## src/rtl/fetch_ctrl_if.sv

```systemverilog
// Signal bundle between fetch_ctrl and its neighbours: instruction memory, decode,
// the execute-stage redirect, and status/debug outputs.
interface fetch_ctrl_if;
    // Valid/ready: a transfer happens in a cycle where both valid and ready are high
    // at the rising edge. Request valid and request PC depend only on registered state.
    // Memory responses have no ready: they are always accepted, in request order.
    logic        imem_req_valid_o;
    logic        imem_req_ready_i;
    logic [31:0] imem_request_pc_o;
    logic        imem_resp_valid_i;
    logic [31:0] imem_response_pc_i;
    logic [31:0] imem_response_instr_i;
    logic        decode_valid_o;
    logic        decode_ready_i;
    logic [31:0] decode_instr_o;
    logic [31:0] decode_pc_o;
    logic        br_taken_i;
    logic [31:0] br_tgt_addr_i;
    logic        pc_mismatch_o;
    logic [1:0]  dbg_state;

    modport master (
        output imem_req_valid_o, imem_request_pc_o, decode_valid_o, decode_instr_o,
               decode_pc_o, pc_mismatch_o, dbg_state,
        input  imem_req_ready_i, imem_resp_valid_i, imem_response_pc_i,
               imem_response_instr_i, decode_ready_i, br_taken_i, br_tgt_addr_i
    );

    modport slave (
        input  imem_req_valid_o, imem_request_pc_o, decode_valid_o, decode_instr_o,
               decode_pc_o, pc_mismatch_o, dbg_state,
        output imem_req_ready_i, imem_resp_valid_i, imem_response_pc_i,
               imem_response_instr_i, decode_ready_i, br_taken_i, br_tgt_addr_i
    );
endinterface

```

## src/rtl/fetch_ctrl.sv

```systemverilog
// Fetch sequencer: credit-limited sequential fetch into an in-order instruction queue,
// with branch redirect flushing the queue and dropping stale in-flight responses.
module fetch_ctrl #(
    parameter logic [31:0] RESET_PC = 32'h0000_0000,
    parameter int unsigned QDEPTH   = 4
) (
    input logic          clk_i,
    input logic          rst_i,
    fetch_ctrl_if.master bus
);
    localparam int unsigned    CW      = $clog2(QDEPTH) + 1;
    localparam int unsigned    PW      = $clog2(QDEPTH);
    localparam logic [CW-1:0]  DEPTH_C = CW'(QDEPTH);
    localparam logic [31:0]    NOP     = 32'h0000_0013;

    typedef enum logic [1:0] {
        BOOT  = 2'd0,
        RUN   = 2'd1,
        FLUSH = 2'd2
    } state_t;

    state_t        state;
    logic [31:0]   fetch_pc;
    logic [31:0]   exp_pc;
    logic [CW-1:0] occupancy;
    logic [CW-1:0] outstanding;
    logic [CW-1:0] drop_cnt;
    logic [PW-1:0] rd_ptr;
    logic [PW-1:0] wr_ptr;
    logic          mismatch_q;
    logic [31:0]   q_pc    [QDEPTH];
    logic [31:0]   q_instr [QDEPTH];

    logic          req_valid;
    logic          req_fire;
    logic          resp_fire;
    logic          head_valid;
    logic          push;
    logic          pop;
    logic [CW-1:0] credit_used;
    logic [CW-1:0] outs_next;
    logic [CW-1:0] drop_next;
    logic [31:0]   tgt_pc;

    // Credit counts both queued and in-flight instructions, so the queue cannot overflow.
    always_comb begin
        credit_used = occupancy + outstanding;
        req_valid   = (state == RUN) && (credit_used < DEPTH_C);
        req_fire    = req_valid && bus.imem_req_ready_i;
        resp_fire   = bus.imem_resp_valid_i && (outstanding != '0);
        head_valid  = (occupancy != '0);
        pop         = head_valid && bus.decode_ready_i && !bus.br_taken_i;
        push        = resp_fire && (drop_cnt == '0) && !bus.br_taken_i;
        outs_next   = outstanding + CW'(req_fire) - CW'(resp_fire);
        drop_next   = drop_cnt - CW'(resp_fire && (drop_cnt != '0));
        tgt_pc      = bus.br_tgt_addr_i & ~32'h3;
    end

    always_ff @(posedge clk_i or negedge rst_i) begin
        if (!rst_i) begin
            state       <= BOOT;
            fetch_pc    <= RESET_PC;
            exp_pc      <= RESET_PC;
            occupancy   <= '0;
            outstanding <= '0;
            drop_cnt    <= '0;
            rd_ptr      <= '0;
            wr_ptr      <= '0;
            mismatch_q  <= 1'b0;
        end else begin
            outstanding <= outs_next;
            mismatch_q  <= push && (bus.imem_response_pc_i != exp_pc);
            if (bus.br_taken_i) begin
                // Everything in flight at this edge, including a request accepted now, is stale.
                fetch_pc  <= tgt_pc;
                exp_pc    <= tgt_pc;
                occupancy <= '0;
                rd_ptr    <= '0;
                wr_ptr    <= '0;
                drop_cnt  <= outs_next;
                state     <= (outs_next != '0) ? FLUSH : RUN;
            end else begin
                if (req_fire) fetch_pc <= fetch_pc + 32'd4;
                if (push) begin
                    exp_pc <= exp_pc + 32'd4;
                    wr_ptr <= wr_ptr + 1'b1;
                end
                if (pop) rd_ptr <= rd_ptr + 1'b1;
                occupancy <= occupancy + CW'(push) - CW'(pop);
                drop_cnt  <= drop_next;
                if (state != FLUSH || drop_next == '0) state <= RUN;
            end
        end
    end

    always_ff @(posedge clk_i) begin
        if (push) begin
            q_pc[wr_ptr]    <= bus.imem_response_pc_i;
            q_instr[wr_ptr] <= bus.imem_response_instr_i;
        end
    end

    assign bus.imem_req_valid_o  = req_valid;
    assign bus.imem_request_pc_o = fetch_pc;
    assign bus.decode_valid_o    = head_valid;
    assign bus.decode_instr_o    = head_valid ? q_instr[rd_ptr] : NOP;
    assign bus.decode_pc_o       = head_valid ? q_pc[rd_ptr] : 32'h0;
    assign bus.pc_mismatch_o     = mismatch_q;
    assign bus.dbg_state         = state;
endmodule

```

## src/flat_wrapper.sv

```systemverilog
// flat-port wrapper written by rule: the top's interface ports become plain ports
module fetch_ctrl_flat 
#(
    parameter logic [31:0] RESET_PC = 32'h0000_0000,
    parameter int unsigned QDEPTH   = 4
)
  (clk_i, rst_i, bus_imem_req_valid_o, bus_imem_request_pc_o, bus_decode_valid_o, bus_decode_instr_o, bus_decode_pc_o, bus_pc_mismatch_o, bus_dbg_state, bus_imem_req_ready_i, bus_imem_resp_valid_i, bus_imem_response_pc_i, bus_imem_response_instr_i, bus_decode_ready_i, bus_br_taken_i, bus_br_tgt_addr_i);
  fetch_ctrl_if bus_i ();
  input logic clk_i;
  input logic rst_i;
  output wire logic [$bits(bus_i.imem_req_valid_o)-1:0] bus_imem_req_valid_o;
  output wire logic [$bits(bus_i.imem_request_pc_o)-1:0] bus_imem_request_pc_o;
  output wire logic [$bits(bus_i.decode_valid_o)-1:0] bus_decode_valid_o;
  output wire logic [$bits(bus_i.decode_instr_o)-1:0] bus_decode_instr_o;
  output wire logic [$bits(bus_i.decode_pc_o)-1:0] bus_decode_pc_o;
  output wire logic [$bits(bus_i.pc_mismatch_o)-1:0] bus_pc_mismatch_o;
  output wire logic [$bits(bus_i.dbg_state)-1:0] bus_dbg_state;
  input wire logic [$bits(bus_i.imem_req_ready_i)-1:0] bus_imem_req_ready_i;
  input wire logic [$bits(bus_i.imem_resp_valid_i)-1:0] bus_imem_resp_valid_i;
  input wire logic [$bits(bus_i.imem_response_pc_i)-1:0] bus_imem_response_pc_i;
  input wire logic [$bits(bus_i.imem_response_instr_i)-1:0] bus_imem_response_instr_i;
  input wire logic [$bits(bus_i.decode_ready_i)-1:0] bus_decode_ready_i;
  input wire logic [$bits(bus_i.br_taken_i)-1:0] bus_br_taken_i;
  input wire logic [$bits(bus_i.br_tgt_addr_i)-1:0] bus_br_tgt_addr_i;
  assign bus_imem_req_valid_o = bus_i.imem_req_valid_o;
  assign bus_imem_request_pc_o = bus_i.imem_request_pc_o;
  assign bus_decode_valid_o = bus_i.decode_valid_o;
  assign bus_decode_instr_o = bus_i.decode_instr_o;
  assign bus_decode_pc_o = bus_i.decode_pc_o;
  assign bus_pc_mismatch_o = bus_i.pc_mismatch_o;
  assign bus_dbg_state = bus_i.dbg_state;
  assign bus_i.imem_req_ready_i = bus_imem_req_ready_i;
  assign bus_i.imem_resp_valid_i = bus_imem_resp_valid_i;
  assign bus_i.imem_response_pc_i = bus_imem_response_pc_i;
  assign bus_i.imem_response_instr_i = bus_imem_response_instr_i;
  assign bus_i.decode_ready_i = bus_decode_ready_i;
  assign bus_i.br_taken_i = bus_br_taken_i;
  assign bus_i.br_tgt_addr_i = bus_br_tgt_addr_i;
  fetch_ctrl #(.RESET_PC(RESET_PC), .QDEPTH(QDEPTH)) u_core (.clk_i(clk_i), .rst_i(rst_i), .bus(bus_i));
endmodule
```

## config.mk

```make
export PLATFORM = sky130hd
export DESIGN_NAME = fetch_ctrl_flat
export DESIGN_NICKNAME = d
export VERILOG_FILES = /design/src/rtl/fetch_ctrl_if.sv /design/src/rtl/fetch_ctrl.sv /design/src/flat_wrapper.sv
export SDC_FILE = /design/constraint.sdc
export NUM_CORES = 1
export LEC_CHECK = 0
export CORE_ASPECT_RATIO = 0.9
export CORE_MARGIN = 2
export CORE_UTILIZATION = 35
export CTS_CLUSTER_SIZE = 8
export DETAILED_ROUTE_END_ITERATION = 6
export PLACE_DENSITY_LB_ADDON = 0.08
export SKIP_CTS_REPAIR_TIMING = 1
export SYNTH_ARGS = -nofsm -noshare
export SYNTH_HDL_FRONTEND = slang
export SYNTH_SLANG_ARGS = --single-unit
```

## constraint.sdc

```tcl
create_clock -name clk_i -period 8.91 [get_ports clk_i]
set_input_delay 2.673 -clock clk_i [delete_from_list [all_inputs] [get_ports clk_i]]
set_output_delay 2.673 -clock clk_i [all_outputs]
set_load 0.005 [all_outputs]
```

==> impl_metrics.yaml <==
run_status:
  outcome: "finished, final reports clean"
floorplanning:
  pin_count: 203
  std_cell_rows: 71
  dieHeight_microns: 199
  die_area_sq_um: 43900
  start_util_pct: 35.4
  core_sq_um: 41800
  die_x_microns: 221
worst_setup_path:
  r2r_slack_ns: 5.45
  critical_path_arrival_ns: 3.45
  worst-path-max-fanout: 38
  reg2reg_depth: 11
  cp.required_ns: 6.24
  crit_type: "flip-flop to primary output"
  r2r_start: "u_core.occupancy[1]"
  cp-end-kind: "primary output"
  startpoint: "u_core.rd_ptr[0]"
  crit_end: "bus_decode_pc_o[17]"
  cp-start-kind: "flip-flop"
  rr_endpoint: "u_core.bus.dbg_state[0]"
timing:
  setup_viol: 0
  fmax_ghz: 0.163
  rsz0062_at_grt: "no"
  skew_ns: 0.0153
  relSlewSlack_pct: 28.0
  final_max_slew_viol_count: 0
  worst_slew_pin_slew_ns: 1.07
  fin_crit_ns: 6.12
  tns_ns: 0
  fin_crit_sh_pct: 68.7
  hold_viol: 0
finish:
  fin_nets: 1311
  layout-drive-gt1-share_pct: 12.7
  final_area_sq_um: 18700
  fin_util_pct: 44.7
  area.growth.synth_to_final_pct: 26.1
placement:
  postPlaceCellArea_sq_um: 17300
  dp_hpwl_microns: 24700
  place_congestion: 0.800
  portBuffers: 198
global_route:
  antenna_found_initial: 0
  grt_overflow_total: 0
  track_usage_pct: 17.9
  grt_pass1_wl_microns: 58600
  grt_pass1_vias: 9412
  grt_max_degree: 75
route:
  drc: 0
  drtPass1Iterations: 5
  antenna_left: 0
  vias: 9320
  drtIter0Drc: 532
  vias_per_cell: 5.31
  avgRoutedWirePerCell_microns: 22.1
  routed_wl_microns: 38700
logic_synthesis:
  synth_ff_type: "edfxtp_1"
  synth-seq-cells: 332
  synth.distinct_cells: 60
  post_synth.cell_area_avg_sq_um: 15.0
  yosys_warnings: 0
  synth_cells: 989
  ys_async_sr_fraction_pct: 22.9
  synth_edf_count: 256
  synth_area_sq_um: 14800
  netlist.area_leader.share_pct: 51.9
  yosysSeqAreaShare_pct: 64.8
  yosysTopAreaCell: "edfxtp_1"
  ys_top_cells_by_area: "edfxtp_1 (52%), dfrtp_1 (13%), mux4_2 (9.7%)"
hold_path:
  hp-class: "flip-flop to flip-flop"
  worstHoldStart: "u_core.wr_ptr[1]"
power:
  power.density_nw_per_um2: 252
  vdd_drop_max_mv: 0.153
  leakage_nw: 6.18
clock_tree:
  clk_pin_slew_ns: 0.05
  cts_root_buf: "clkbuf_16"
  cts-htree-levels: 2
  clkSinkCount: 332
  clk-insertion-delay-late_ns: 0.58
  cts_buffers: 48
  cts_buffer_depth: 3
  cts_tree: "built"
job:
  cap_violations: 0
## worst max-delay path, stage by stage (launching register included)
cell	delay, ns
dfrtp_4	0.95
buf_4	0.65
mux4_2	0.57
and2_1	0.17
clkdlybuf4s50_1	0.52
## state kept, by name, indices dropped and copies added, names as in the netlist
name,count
u_core.q_instr,128
u_core.q_pc,128
u_core.bus.imem_request_pc_o,30
u_core.exp_pc,30
u_core.drop_cnt,3
u_core.occupancy,3
u_core.outstanding,3
u_core.bus.dbg_state,2
u_core.rd_ptr,2
u_core.wr_ptr,2
u_core.bus.pc_mismatch_o,1
## area by class of cell
class,instances,area (sq um)
timing repair buffer,211,2070
sequential,332,9600
inverter,20,75.1
antenna,1,2.50
clock buffer,60,1280
multi-input combinational,581,4900
tap,547,684
clock inverter,3,48.8
fill,3774,23100
## Yosys cell counts, drive strengths merged, types with 2 or more instances
cell	number
and4	16
nor3	8
inv	19
or4	20
nand2	32
and2	68
fa	2
a41oi	2
a311oi	17
mux4	64
o21ai	7
clkbuf	33
ha	13
or2	5
nor4	10
or3	9
o41a	6
edfxtp	256
nand3	24
a221oi	4
o31ai	16
nor3b	4
a211oi	12
a31oi	22
xnor2	11
a2111oi	11
nand4	30
o31a	5
dfrtp	76
and3	17
a21oi	12
nor2	65
and3b	2
xor2	36
buf	24
nand2b	2
a22o	2
nor2b	17
## routing by layer
layer	track usage (%)	part of all wire, %	vias to the layer above
met4	5.38	1.9	0
met3	3.36	5.8	55
met1	25.7	46	4686
met5	0	0	-
met2	27.7	46	271
li1	-	-	4308
## layout by cell type, fill, tap and decap left out, types with 6 or more instances in the layout
cell             Yosys  layout
a2111oi_0           11      11
a211oi_1            12      12
a21oi_1             12      12
a311oi_1            17      17
a31oi_1             21      21
and2_1              67      63
and3_1              17      17
and4_1              15      15
buf_4                2      13
clkbuf_1            32      10
clkbuf_16            0      49
clkdlybuf4s50_1      0     196
dfrtp_1             76      74
edfxtp_1           256     256
ha_1                13      13
inv_1               19      18
mux4_2              64      64
nand2_1             32      32
nand3_1             24      24
nand4_1             29      29
nor2_1              65      65
nor2b_1             17      17
nor3_1               7       7
nor4_1              10      10
o21ai_0              6       6
o31ai_1             16      16
o41a_1               6       6
or3_1                8       8
or4_1               20      20
xnor2_1             10      10
xor2_1              36      36
## power breakdown
group          internal [mW]  switching, mW
registers               1.74          0.121
logic                  0.643          0.560
clock network          0.992          0.648
## worst min path at each step
stage | cells after the start | end | slack [ns]
6_report | 2 | u_core.wr_ptr[1] | 0.58
3_3_place_gp | 2 | u_core.wr_ptr[1] | 0.57
5_1_grt | 2 | u_core.wr_ptr[1] | 0.60
2_1_floorplan | 2 | u_core.wr_ptr[1] | 0.54
4_1_cts | 2 | u_core.wr_ptr[1] | 0.58
3_5_place_dp | 2 | u_core.wr_ptr[1] | 0.57
## cells by family after synthesis
family	count (synthesis)	share of synthesized area, %
adders and majority gates	15	1.37
AOI/OAI and AO/OA	120	6.15
and+or+nand+nor	332	12.8
buffers and inverters	77	2.18
DFF	332	64.8
other	1	0.0253
xor gates and xnor gates	47	2.83
muxes	65	9.81
## stage by stage
| step | total power [mW] | cells | setup WS [ns] | hold slack, ns |
|---|---|---|---|---|
| detailed placement | 3.13 | 1691 | 3.02 | 0.574 |
| global placement | 3.12 | 1691 | 3.07 | 0.571 |
| floorplan | 2.49 | 990 | 3.48 | 0.543 |
| CTS | 4.80 | 1754 | 2.62 | 0.581 |
| finish | 4.71 | 1755 | 2.79 | 0.581 |
| global route | 4.95 | 1754 | 2.48 | 0.600 |
(Power assumes the default switching activity.)
